==> config.mk <==
export PLATFORM = sky130hd
export DESIGN_NAME = mem_stage_sram_ctrl
export DESIGN_NICKNAME = d
export VERILOG_FILES = /design/src/rtl/mem_stage_sram_ctrl.sv
export SDC_FILE = /design/constraint.sdc
export NUM_CORES = 1
export LEC_CHECK = 0
export ABC_CLOCK_PERIOD_IN_PS = 2850
export BUFFER_PORTS_ARGS = -buffer_cell sky130_fd_sc_hd__buf_4
export CAP_MARGIN = 20
export CELL_PAD_IN_SITES_DETAIL_PLACEMENT = 0
export CELL_PAD_IN_SITES_GLOBAL_PLACEMENT = 1
export CORE_MARGIN = 3
export CORE_UTILIZATION = 33
export DETAILED_ROUTE_END_ITERATION = 12
export GPL_ROUTABILITY_DRIVEN = 0
export PLACE_DENSITY = 0.73
export SYNTH_ARGS = -nofsm -noshare
export SYNTH_HDL_FRONTEND = slang
export SYNTH_SLANG_ARGS = --single-unit
export TNS_END_PERCENT = 10
==> constraint.sdc <==
create_clock -name clk -period 2.85 [get_ports clk]
set_input_delay 0.57 -clock clk [delete_from_list [all_inputs] [get_ports clk]]
set_output_delay 0.57 -clock clk [all_outputs]
set_load 0.03 [all_outputs]
==> src/rtl/mem_stage_sram_ctrl.sv <==
// MEM-stage load/store responder: each 32-bit access becomes two 16-bit async-SRAM cycles, pipeline frozen via ready.
// Optional `MEM_STALL_COUNT_EN adds a free-running stall_cycles counter output.
module mem_stage_sram_ctrl #(
    parameter logic [31:0] ADDR_BASE = 32'd1024,
    parameter int unsigned SRAM_WAIT = 1,
    parameter int unsigned SRAM_AW   = 18
) (
    input  logic               clk,
    input  logic               rst,
    input  logic               rd_en,
    input  logic               wr_en,
    input  logic [31:0]        address,
    input  logic [31:0]        write_data,
    output logic [31:0]        read_data,
    output logic               ready,
    output logic [SRAM_AW-1:0] sram_addr,
    output logic [15:0]        sram_dq_out,
    input  logic [15:0]        sram_dq_in,
    output logic               sram_dq_oe,
    output logic               sram_we_n,
    output logic               sram_oe_n
`ifdef MEM_STALL_COUNT_EN
    ,
    output logic [31:0]        stall_cycles
`endif
);

    typedef enum logic [1:0] {IDLE, LOW, HIGH, DONE} state_t;

    localparam logic [2:0] WAIT_LAST = 3'(SRAM_WAIT);

    state_t      state;
    state_t      state_nxt;
    logic [2:0]  cnt;
    logic        op_wr;
    logic [15:0] data_hi;
    logic [31:0] offset;
    logic        req;
    logic        last;
    logic        active;
    logic        unused_offset_bits;

    assign req    = rd_en | wr_en;
    assign last   = (cnt == WAIT_LAST);
    assign offset = address - ADDR_BASE;
    // Word index is offset[SRAM_AW:2]; the byte lane and wrapped upper bits are dropped.
    assign unused_offset_bits = ^{offset[31:SRAM_AW+1], offset[1:0]};

    always_ff @(posedge clk or posedge rst) begin
        if (rst) state <= IDLE;
        else     state <= state_nxt;
    end

    always_comb begin
        state_nxt = state;
        case (state)
            IDLE:    if (req)  state_nxt = LOW;
            LOW:     if (last) state_nxt = HIGH;
            HIGH:    if (last) state_nxt = DONE;
            DONE:    state_nxt = IDLE;
            default: state_nxt = IDLE;
        endcase
    end

    always_comb begin
        active     = (state == LOW) || (state == HIGH);
        sram_dq_oe = active && op_wr;
        sram_we_n  = !(active && op_wr);
        sram_oe_n  = !(active && !op_wr);
        ready      = ((state == IDLE) && !req) || (state == DONE);
    end

    always_ff @(posedge clk or posedge rst) begin
        if (rst) begin
            cnt         <= '0;
            op_wr       <= 1'b0;
            data_hi     <= '0;
            read_data   <= '0;
            sram_addr   <= '0;
            sram_dq_out <= '0;
        end else begin
            case (state)
                IDLE: begin
                    cnt <= '0;
                    if (req) begin
                        op_wr       <= wr_en;
                        data_hi     <= write_data[31:16];
                        sram_addr   <= {offset[SRAM_AW:2], 1'b0};
                        sram_dq_out <= write_data[15:0];
                    end
                end
                LOW: begin
                    if (last) begin
                        cnt <= '0;
                        // The latched word index lives in sram_addr[SRAM_AW-1:1]; only the half bit flips.
                        sram_addr[0] <= 1'b1;
                        sram_dq_out  <= data_hi;
                        if (!op_wr) read_data[15:0] <= sram_dq_in;
                    end else begin
                        cnt <= cnt + 3'd1;
                    end
                end
                HIGH: begin
                    if (last) begin
                        cnt <= '0;
                        if (!op_wr) read_data[31:16] <= sram_dq_in;
                    end else begin
                        cnt <= cnt + 3'd1;
                    end
                end
                default: cnt <= '0;
            endcase
        end
    end

`ifdef MEM_STALL_COUNT_EN
    always_ff @(posedge clk or posedge rst) begin
        if (rst)        stall_cycles <= '0;
        else if (!ready) stall_cycles <= stall_cycles + 32'd1;
    end
`endif

endmodule

### Word level (Yosys, flattened, before mapping)

Cells that the tools add are included.

* flip-flop bits (word level): 88
* output and inout port bits: 70
* input bits: 84
* word-level logic and storage cells: 49

* multiplexer cells: 12
* add/subtract/negate cells: 2
* reductions and logical operators: 17
* equality and inequality tests: 7
* bitwise logic cells: 2

Operators with widths (count)
* $mux 16: 2
* $pmux 16 s2: 1
* $sub 19x11->19 const B: 1
* $reduce_and 3->1: 4
* $pmux 2 s4: 1
* $mux 2: 3
* $mux 3: 2
* $ne 2x2->1 const B: 3
* $eq 2x2->1 const B: 2
* $logic_not 1->1: 4
* $add 3x1->3 const B: 1
* $eq 3x1->1 const B: 1
* $logic_and 1x1->1: 3
* $eq 2x1->1 const B: 1
* $logic_not 2->1: 1
* $logic_or 1x1->1: 2
* $mux 1: 2
* $pmux 1 s2: 1
* $reduce_and 2->1: 1
* $reduce_bool 2->1: 1
* $reduce_or 2->1: 1
* $not 1->1: 1
* $or 1x1->1: 1

### Depth between registers and ports, before layout

* depth in word-level cells: 4
* mapped depth: 9
* gate-level depth less buffers: 6

### Worst setup path after synthesis

OpenSTA, ideal clock, no wires.

* kind: register to register
* from: register state[1]
* to: register sram_dq_out[0]
* setup slack: 913 ps
* clock period less this slack: 1937 ps
* setup time: 137 ps
* stages on the path, launching flop included: 10
* arrival: 1800 ps
* path buffers: 3
* required time: 2713 ps
* cell sequence: dfrtp_1 inv_1 ha_1 clkbuf_1 inv_1 or3_1 buf_2 buf_6 o22ai_2 a21oi_1

* cells in the longest elaborated chain, start to end: 3
* elaborated cells on any way between the ends: 7
* those cells by class: eq/ne: 3; mux: 1; reduce/logical: 3

RTL lines
* start: declaration: RTL line 32 `state_t state;`
* start signal: assignment: RTL line 51 `else state <= state_nxt;`
* $eq 2x1->1 / $logic_not 2->1 (equally long branches): RTL line 82 `case (state)`
* $ne 2x2->1 (no source line) / $reduce_bool 2->1 (equally long branches)
* $reduce_and 3->1 (no source line)
* end signal: assignment: RTL line 89 `sram_dq_out <= write_data[15:0];`
* end signal: assignment: RTL line 97 `sram_dq_out <= data_hi;`
* end: declaration: RTL line 17 `output logic [15:0] sram_dq_out,`

Parallel ways exist; a longest one is shown, timed or not.
A chain may end at the register's enable or synchronous reset.

### Worst setup path after layout

* from: register state[1]
* to: output ready

* cells in the longest elaborated chain, start to end: 3
* elaborated cells on any way between the ends: 4
* those cells by class: eq/ne: 1; reduce/logical: 3

RTL lines
* $logic_not 2->1: RTL line 70 `ready = ((state == IDLE) && !req) || (state == DONE);`
* $logic_and 1x1->1: RTL line 70
* $logic_or 1x1->1 (*): RTL line 70
* end: declaration: RTL line 15 `output logic ready,`

Every way passes the cells marked *; elsewhere a longest branch is shown, timed or not.

==> metrics.yaml <==
run_status:
  status: "finished clean"
min_path:
  hold_path.class: "primary input to async pin"
floorplanning:
  io_pins: 154
  die_x_microns: 113
  die_area_sq_mm: 0.0127
  die_h_microns: 113
  coreArea_sq_mm: 0.0110
  rows: 38
  initial_core_util: 0.342
pwr:
  ir_worst_vdd_v: 0.000564
  p_per_area_mw_per_mm2: 1310
  leakage_uw: 0.00240
synthesis:
  syn_area_sq_mm: 0.00375
  postSynthAreaPerCell_sq_um: 12.9
  synthCells: 290
  ys_seq_elements: 88
  yosysUniqueCellTypes: 36
  yosysSeqAreaShare: 0.586
  yosys_warnings: 0
  syn_nets: 380
grt:
  grt_start_max_net_pins: 49
  grt_pass1_wl_microns: 14700
  grt_usage: 0.146
  grt_pass1_vias: 2980
  grt_overflow: 0
  antenna_found_initial: 0
layout:
  syn_to_final_growth_pct: 40.3
  final_common_cell: "buf_4"
  antennaDiodeCount: 0
  final_nets: 521
  seqCellArea_sq_mm: 0.00220
  layout_common_cells: "buf_4 (143), dfrtp_1 (88), mux2_2 (33), mux2_1 (23), a21oi_1 (21)"
  drive_above_1_share: 0.486
  fillCellCount: 1025
  multi_input_area_sq_mm: 0.00146
critical_path:
  crit_path_cell_trace: "inv_1 -> ha_1 -> buf_4 -> nor3b_1 -> or2_2 -> buf_4"
  r2r_start: "state[1]$_DFFE_PP0P_"
  slowest_delay_ns: 0.44
  crit_top_cell: "buf_4"
  cp-endpoint: "ready"
  endpoint_kind: "output pin"
  cpMaxStageDelayCell: "nor3b_1"
  cp.required_ns: 2.28
  worstPathMaxFanout: 10
  cp-start-kind: "register"
  crit_start: "state[1]$_DFFE_PP0P_"
  arrival_ns: 2.03
  critPathKind: "register to output pin"
  reg2reg_depth: 8
  r2r_slack_ns: 0.70
  timing.rr.end: "sram_dq_out[11]$_DFFE_PP0P_"
clock_tree:
  cts_root_buf: "clkbuf_16"
  clk_path_buf_depth: 2
  numCtsBuffers: 9
  cts_tree: "built"
  cts_sinks: 88
  insertion_delay_ns: 0.33
  cts_resized: 0
  h-tree-depth: 3
  holdBufCountCts: 0
  clk_pin_slew_ns: 0.06
  post-cts-setup-buffers: 0
placement:
  port_buffers: 138
  pre_cts_slack_ns: 0.588
  hpwl_microns: 6590
timing:
  setup_slack_ns: 0.246
  min_period_over_period: 0.914
  slew_viol_final: 0
  setup_viol: 0
  setup_tns_ns: 0
  max_freq_mhz: 384
  slew-limit-headroom: 0.487
  rsz0062_at_grt: "false"
  hold_viol: 0
  tightest_slew_ns: 0.766
  fin_skew_ns: 0.00700
  period_minus_slack_ns: 2.60
route:
  via_per_inst: 4.82
  drt_iter0_drc: 84
  num_vias: 2777
  ant_nets: 0
  wl_per_cell_microns: 15.7
  first_pass_iters: 4
  drc: 0
  drt-total-wl_microns: 9030
flow_run:
  cap_violations: 0
synth_stat cells, drive strengths merged:
cell,number,share of area
dfrtp,88,0.59
mux2,56,0.17
o22ai,30,0.067
a21oi,22,0.030
nand2,20,0.021
o21ai,12,0.016
clkbuf,10,0.010
inv,7,0.0070
ha,6,0.020
nor2,6,0.0067
buf,5,0.0097
xnor2,5,0.012
xor2,3,0.0070
and2,2,0.0033
nand2b,2,0.0033
nor3b,2,0.0040
nor4,2,0.0033
or3,2,0.0033
or3b,2,0.0053
a31o,1,0.0023
mux2i,1,0.0027
nand3b,1,0.0020
nor2b,1,0.0017
nor3,1,0.0013
o311ai,1,0.0023
or2,1,0.0017
or4b,1,0.0027
worst max-delay path: cells and delay by family (launching register included):
| family | cells | cell delay [ns] |
|---|---|---|
| adder cells (fa/ha/maj) | 1 | 0.19 |
| buffers and inverters | 3 | 0.48 |
| flip-flops | 1 | 0.41 |
| AND/OR/NAND/NOR | 2 | 0.63 |
how the worst min path moves through the flow:
stage	end	slack, ns
global placement	sram_addr[13]$_DFFE_PP0P_	0.46
CTS	read_data[18]$_DFFE_PP0P_	0.37
finish	read_data[18]$_DFFE_PP0P_	0.34
global route	read_data[18]$_DFFE_PP0P_	0.39
detailed placement	sram_addr[10]$_DFFE_PP0P_	0.48
floorplan	cnt[0]$_DFF_PP0_	0.47
layer usage:
metal / vias to the layer above / track usage / routed length [microns]
met5: - / 0 / 0
met3: 14 / 0.0307 / 505
met2: 83 / 0.252 / 4600
met4: 0 / 0.0577 / 162
met1: 1363 / 0.177 / 3760
li1: 1317 / - / -
power breakdown:
| part | leakage, uW | internal (uW) | switching [uW] |
|---|---|---|---|
| Clock | 0.000139 | 662 | 451 |
| Sequential | 0.00103 | 1880 | 388 |
| Combinational | 0.00123 | 1490 | 2040 |
| Total | 0.00240 | 4030 | 2880 |
sequential cells by signal, indices dropped and copies added (netlist names):
register	count
op_wr	1
data_hi	16
sram_addr	18
read_data	32
cnt	3
sram_dq_out	16
state	2
cell type report:
cell class                      instances  share of cell area
Sequential cell                        88               0.418
Multi-Input combinational cell        180               0.278
Timing Repair Buffer                  145               0.211
Clock buffer                           14              0.0520
Tap cell                              140              0.0332
Inverter                                7             0.00522
Clock inverter                          2             0.00237
per-stage QoR:
| step | area, sq um | total power, uW | hold slack [ns] | utilization | std cells |
|---|---|---|---|---|---|
| floorplan | 3750 | 4540 | 0.469 | - | 290 |
| CTS | 5270 | 7020 | 0.365 | 0.480 | 576 |
| global placement | 4980 | 5780 | 0.464 | 0.454 | 560 |
| global route | 5270 | 7360 | 0.392 | 0.480 | 576 |
| finish | 5270 | 6910 | 0.337 | 0.480 | 576 |
| detailed placement | 4980 | 5880 | 0.479 | 0.454 | 560 |
cell families after synthesis:
family | count (synthesis) | share of synthesized area
flops | 88 | 0.586
mux | 57 | 0.171
xor+xnor | 8 | 0.0187
buf+inv | 22 | 0.0267
simple gates | 43 | 0.0600
fa+ha+maj | 6 | 0.0200
compound gates | 66 | 0.118
(Power assumes the default switching activity.)
